==> config.mk <==
export PLATFORM = sky130hd
export DESIGN_NAME = muldiv_unit
export DESIGN_NICKNAME = d
export VERILOG_FILES = /design/src/rtl/muldiv_unit.sv
export SDC_FILE = /design/constraint.sdc
export NUM_CORES = 1
export LEC_CHECK = 0
export BUFFER_PORTS_ARGS = -buffer_cell sky130_fd_sc_hd__buf_2
export CAP_MARGIN = 20
export CORE_ASPECT_RATIO = 0.9
export CORE_MARGIN = 4
export CORE_UTILIZATION = 57
export CTS_BUF_LIST = sky130_fd_sc_hd__clkbuf_8
export CTS_CLUSTER_DIAMETER = 50
export DETAILED_ROUTE_END_ITERATION = 16
export PLACE_DENSITY = 0.92
export SETUP_SLACK_MARGIN = 0.02
export SKIP_LAST_GASP = 1
export SYNTH_ARGS = -nofsm -noshare
export SYNTH_HDL_FRONTEND = slang
export SYNTH_SLANG_ARGS = --single-unit
==> constraint.sdc <==
create_clock -name clk -period 7.8 [get_ports clk]
set_input_delay 0.39 -clock clk [delete_from_list [all_inputs] [get_ports clk]]
set_output_delay 0.39 -clock clk [all_outputs]
set_load 0.005 [all_outputs]
==> src/rtl/muldiv_unit.sv <==
// Iterative multiply/divide unit with HI/LO registers for the execute stage.
// Shift-add multiply, restoring divide, and a final sign-fix cycle that writes hi/lo.
module muldiv_unit #(
  parameter int unsigned WIDTH = 32
) (
  input  logic             clk,
  input  logic             rst,
  input  logic             valid,
  input  logic [1:0]       ALUOp,
  input  logic [5:0]       func,
  input  logic [WIDTH-1:0] rs_val,
  input  logic [WIDTH-1:0] rt_val,
  output logic             busy,
  output logic             stall,
  output logic             done,
  output logic             div_zero,
  output logic [WIDTH-1:0] rd_data,
  output logic [WIDTH-1:0] hi,
  output logic [WIDTH-1:0] lo
);

  localparam int unsigned CW = $clog2(WIDTH);

  typedef enum logic [1:0] {S_IDLE, S_MUL, S_DIV, S_FIX} state_t;

  state_t             state_q, state_d;
  logic [CW-1:0]      cnt_q, cnt_d;
  logic [WIDTH-1:0]   a_q, a_d;
  logic [WIDTH-1:0]   b_q, b_d;
  logic [2*WIDTH-1:0] acc_q, acc_d;
  logic [WIDTH:0]     rem_q, rem_d;
  logic [WIDTH-1:0]   rs_raw_q, rs_raw_d;
  logic               sa_q, sa_d, sb_q, sb_d;
  logic               dz_q, dz_d, div_op_q, div_op_d;
  logic [WIDTH-1:0]   hi_q, hi_d, lo_q, lo_d;
  logic               done_q, done_d, div_zero_q, div_zero_d;

  logic               op_hit, req, accept, is_signed, rs_neg, rt_neg, last_iter;
  logic [WIDTH-1:0]   mul_add;
  logic [WIDTH:0]     mul_sum;
  logic [WIDTH+1:0]   div_diff;

  always_comb begin
    op_hit = 1'b0;
    case (func)
      6'd16, 6'd17, 6'd18, 6'd19, 6'd24, 6'd25, 6'd26, 6'd27: op_hit = 1'b1;
      default: op_hit = 1'b0;
    endcase
  end

  assign req       = valid && (ALUOp == 2'd2) && op_hit;
  assign busy      = (state_q != S_IDLE);
  assign accept    = req && !busy;
  assign stall     = req && busy;
  assign rd_data   = (func == 6'd16) ? hi_q : lo_q;
  assign is_signed = ~func[0];
  assign rs_neg    = is_signed & rs_val[WIDTH-1];
  assign rt_neg    = is_signed & rt_val[WIDTH-1];
  assign last_iter = (cnt_q == CW'(WIDTH-1));

  // Multiply: add into the upper half, then shift the whole accumulator right.
  assign mul_add  = b_q[0] ? a_q : '0;
  assign mul_sum  = {1'b0, acc_q[2*WIDTH-1:WIDTH]} + {1'b0, mul_add};
  // Divide: dividend MSBs shift into the remainder; the top bit of the difference is the borrow.
  assign div_diff = {rem_q, a_q[WIDTH-1]} - {2'b00, b_q};

  always_comb begin
    state_d    = state_q;
    cnt_d      = cnt_q;
    a_d        = a_q;
    b_d        = b_q;
    acc_d      = acc_q;
    rem_d      = rem_q;
    rs_raw_d   = rs_raw_q;
    sa_d       = sa_q;
    sb_d       = sb_q;
    dz_d       = dz_q;
    div_op_d   = div_op_q;
    hi_d       = hi_q;
    lo_d       = lo_q;
    done_d     = 1'b0;
    div_zero_d = 1'b0;

    case (state_q)
      S_IDLE: begin
        if (accept) begin
          case (func)
            6'd17: hi_d = rs_val;
            6'd19: lo_d = rs_val;
            6'd24, 6'd25, 6'd26, 6'd27: begin
              a_d      = rs_neg ? -rs_val : rs_val;
              b_d      = rt_neg ? -rt_val : rt_val;
              sa_d     = rs_neg;
              sb_d     = rt_neg;
              rs_raw_d = rs_val;
              div_op_d = func[1];
              dz_d     = func[1] && (rt_val == '0);
              cnt_d    = '0;
              acc_d    = '0;
              rem_d    = '0;
              state_d  = func[1] ? S_DIV : S_MUL;
            end
            default: ;
          endcase
        end
      end
      S_MUL: begin
        acc_d = {mul_sum, acc_q[WIDTH-1:1]};
        b_d   = b_q >> 1;
        cnt_d = cnt_q + CW'(1);
        if (last_iter) state_d = S_FIX;
      end
      S_DIV: begin
        rem_d = div_diff[WIDTH+1] ? {rem_q[WIDTH-1:0], a_q[WIDTH-1]} : div_diff[WIDTH:0];
        a_d   = {a_q[WIDTH-2:0], ~div_diff[WIDTH+1]};
        cnt_d = cnt_q + CW'(1);
        if (last_iter) state_d = S_FIX;
      end
      S_FIX: begin
        state_d = S_IDLE;
        done_d  = 1'b1;
        if (!div_op_q) begin
          {hi_d, lo_d} = (sa_q ^ sb_q) ? -acc_q : acc_q;
        end else if (dz_q) begin
          hi_d       = rs_raw_q;
          lo_d       = '1;
          div_zero_d = 1'b1;
        end else begin
          lo_d = (sa_q ^ sb_q) ? -a_q : a_q;
          hi_d = sa_q ? -rem_q[WIDTH-1:0] : rem_q[WIDTH-1:0];
        end
      end
      default: state_d = S_IDLE;
    endcase
  end

  always_ff @(posedge clk or posedge rst) begin
    if (rst) begin
      state_q    <= S_IDLE;
      cnt_q      <= '0;
      a_q        <= '0;
      b_q        <= '0;
      acc_q      <= '0;
      rem_q      <= '0;
      rs_raw_q   <= '0;
      sa_q       <= 1'b0;
      sb_q       <= 1'b0;
      dz_q       <= 1'b0;
      div_op_q   <= 1'b0;
      hi_q       <= '0;
      lo_q       <= '0;
      done_q     <= 1'b0;
      div_zero_q <= 1'b0;
    end else begin
      state_q    <= state_d;
      cnt_q      <= cnt_d;
      a_q        <= a_d;
      b_q        <= b_d;
      acc_q      <= acc_d;
      rem_q      <= rem_d;
      rs_raw_q   <= rs_raw_d;
      sa_q       <= sa_d;
      sb_q       <= sb_d;
      dz_q       <= dz_d;
      div_op_q   <= div_op_d;
      hi_q       <= hi_d;
      lo_q       <= lo_d;
      done_q     <= done_d;
      div_zero_q <= div_zero_d;
    end
  end

  assign hi       = hi_q;
  assign lo       = lo_q;
  assign done     = done_q;
  assign div_zero = div_zero_q;

endmodule
==> flow_metrics.tcl <==
set metrics [dict create \
    final.setup.worst_slack_ns 3.962 \
    pre_cts_slack_ns 3.639 \
    ctsLongestPathBuffers 3 \
    finalNonFillerCells 3069 \
    timing.setup.tns_ns 0 \
    syn_to_final_growth_pct 10.76 \
    floorplan.rows 65 \
    tritoncts.num_buffers 47 \
    gp_congestion 0.9800 \
    count_of_final_max_slew_check_failures 0 \
    slew_at_the_pin_closest_to_its_max_slew_limit_ns 1.230 \
    fin_skew_ns 0.04220 \
    fin_worst_hold_slack_ns 0.1191 \
    r2r_cells 11 \
    multiInputGateArea_sq_um 12580 \
    power.sequential.fraction_pct 31.1 \
    p_switching_uw 3740 \
    detail_route.first_pass.iterations 6 \
    route.vias.total 20150 \
    synth-edff-count 0 \
    critPathKind "flip-flop to flip-flop" \
    synth_seq_area_share_pct 33.51 \
    timing.final.hold_violations 0 \
    drc 0 \
    number_of_warning_messages_in_the_yosys_log 0 \
    detail_route.iter0.violations 2686 \
    ys_ff_latch 270 \
    worst_setup_path_end_kind "flip-flop" \
    worstSkewPairLatency_ns 0.60 \
    ant_nets 0 \
    tritoncts "built" \
    sequential_cell_area_sq_um 6759 \
    grt.total_usage_pct 32.90 \
    pwr-share-clk_pct 17.2 \
    crit_path_start "rem_q[15]$_DFFE_PP0P_" \
    die-area_sq_um 38450 \
    core_area_sq_um 34970 \
    post_route_cells_drive_above_1_share_pct 14.13 \
    nNetsFinal 2720 \
    cellLeakagePower_uw 0.009906 \
    rsz0062_at_grt "false" \
    max_cap_violations 0 \
    clock_sink_count 270 \
    finalCriticalPeriod_ns 3.838 \
    comb_power_share_pct 51.6 \
    post_synthesis_cell_area_sq_um 20160 \
    hold_path_startpoint "rs_val[12]" \
    post_detailed_routing_wire_length_um 65970 \
    clock.fmax_mhz 260.6 \
    io_buffers 174 \
    number_of_global_route_vias_before_repair 18720 \
    ys.flop_type "sky130_fd_sc_hd__dfrtp_1" \
    num-fill-cells 2892 \
    htree_levels 2 \
    hp_class "input pin to flip-flop" \
    synthesized_netlist_net_count 2621 \
    result_of_the_run "complete, no violations" \
    grt_antenna_before_repair 6 \
    irDropWorstVdd_mv 0.4868 \
    die-height_um 186.4 \
    cts_setup_buffers 0 \
    max-slew-margin-rel_pct 17.24 \
    start_util_pct 57.66 \
    power_switching_share_pct 47.85 \
    viasPerCell 6.567 \
    critical_path.max_fanout 43 \
    num_io_pins 175 \
    placed_cells_incl_taps 2982 \
    clock_pin_slew_worst_setup_and_hold_paths_ns 0.07 \
    rr_startpoint "rem_q[15]$_DFFE_PP0P_" \
    setup_viol 0 \
    worst_hold_path.num_cells 2 \
    die_width_um 206.3 \
    syn-instance-count 2468 \
    detail_route.wl_per_cell_um 21.49 \
    avgSynthCellArea_sq_um 8.170 \
    cellInternalPower_uw 4076 \
    total_power_uw 7816 \
    timing.final.crit_share_pct 49.20 \
    critical_path_data_arrival_time_ns 4.31 \
    gr-total-overflow 0 \
    grt_max_degree 124 \
    powerDensity_nw_per_um2 350.0 \
    global_route_wire_length_before_repair_um 102800 \
    worst_setup_path_start_kind "flip-flop" \
    async_reset_ff_share_pct 100.0 \
    cp.required_ns 8.27 \
    clock-root-buffer "sky130_fd_sc_hd__clkbuf_8" \
    dp_hpwl_um 47520 \
    yosysUniqueCellTypes 76 \
]
## flip-flops by register name, summed over array words and instances, names as in the netlist
signal    count
cnt_q         5
div_zero      1
rem_q        33
state_q       2
sb_q          1
a_q          32
done          1
acc_q        64
hi           32
b_q          32
lo           32
dz_q          1
div_op_q      1
sa_q          1
rs_raw_q     32
## layer usage
metal	track usage (%)	vias to the layer above	part of all wire (%)
met5	0	-	0.059
met4	13.43	6	5.1
met3	6.864	260	12
met2	49.40	1315	43
met1	46.55	9518	40
li1	-	9054	-
## repair_timing
action,CTS,global route
endpoints found under the setup margin,0,0
hold buffers,1,0
endpoints found under the hold margin,30,0
resized for setup,0,0
## worst paths after layout
path / endpoint / slack, ns
min: rs_raw_q[12]$_DFFE_PP0P_ / 0.12
max: rem_q[24]$_DFFE_PP0P_ / 3.96
min reg2reg: rs_raw_q[0]$_DFFE_PP0P_ / 0.48
max reg2reg: rem_q[24]$_DFFE_PP0P_ / 3.96
max in group asynchronous: lo[20]$_DFFE_PP0P_ / 5.14
min in group asynchronous: acc_q[42]$_DFFE_PP0P_ / 0.47
## power groups by stage
stage                     clock network (uW)  logic (uW)  registers (uW)
after floorplan                            0        2800            2210
after global placement                     0        3730            2410
after detailed placement                   0        3850            2450
after CTS                               1350        3880            2430
after global routing                    1420        4420            2480
final                                   1350        4040            2430
## kinds of logic after synthesis
family / synth area share, %
simple gates: 18.46
compound gates: 23.50
flops: 33.51
buf+inv: 4.430
xor+xnor: 9.773
mux: 5.417
fa+ha+maj: 4.914
## per-stage QoR
stage	util, %	cell area [sq um]
global route	63.86	22330
CTS	63.53	22220
finish	63.86	22330
detailed placement	60.86	21280
global placement	60.86	21280
floorplan	-	20170
## placed cells by master (no fill, tap or decap), drive strengths merged, types with 38 or more instances in the layout
master  instances
xor2           94
ha             76
xnor2         131
and2           38
inv            94
nand2         301
dfrtp         270
nor3           58
nor2          208
buf           201
o21ai         232
mux2           65
a31oi          61
a21oi         218
clkbuf         52
## worst max-delay path, stage by stage, from the launching register on
cell and delay, ns:
sky130_fd_sc_hd__dfrtp_1 0.60, sky130_fd_sc_hd__ha_1 0.40, sky130_fd_sc_hd__a21oi_1 0.27, sky130_fd_sc_hd__o21ai_1 0.16, sky130_fd_sc_hd__nor4_1 0.29, sky130_fd_sc_hd__nand3_1 0.26
sky130_fd_sc_hd__a2111oi_0 0.64, sky130_fd_sc_hd__nor3_2 0.11, sky130_fd_sc_hd__buf_4 0.33, sky130_fd_sc_hd__nand2_1 0.30, sky130_fd_sc_hd__nor3b_1 0.09, sky130_fd_sc_hd__a221o_1 0.26
## cells in the mapped netlist (all sizes together) (15+ instances only)
library cell | number | area [sq um]
o221ai | 18 | 163.9
nor2b | 23 | 143.9
o21ai | 232 | 1161
buf | 19 | 82.58
nand2b | 16 | 100.1
clkbuf | 133 | 499.2
nand2 | 301 | 1132
or3 | 29 | 186.4
and2 | 38 | 237.7
or4 | 20 | 150.1
a221oi | 15 | 131.4
o31ai | 30 | 225.2
nor3 | 58 | 300.3
xnor2 | 131 | 1147
mux2i | 36 | 360.4
nor2 | 208 | 780.8
nor4 | 28 | 202.7
a21o | 23 | 172.7
a21oi | 218 | 1091
dfrtp | 270 | 6756
a31oi | 61 | 381.6
ha | 76 | 950.9
nand3 | 25 | 125.1
o211ai | 27 | 202.7
mux2 | 65 | 732.0
xor2 | 94 | 823.3
inv | 83 | 311.6
a22o | 32 | 280.3
o41ai | 18 | 172.7
## area by class of cell
type                       count  area share, %
antenna                        2        0.02241
timing repair buffer         202          5.210
clock inverter                28         0.9468
multi-input combinational   1963          56.31
sequential                   270          30.26
clock buffer                  52          3.204
inverter                      83          1.412
tap                          469          2.627
(Power assumes the default switching activity.)
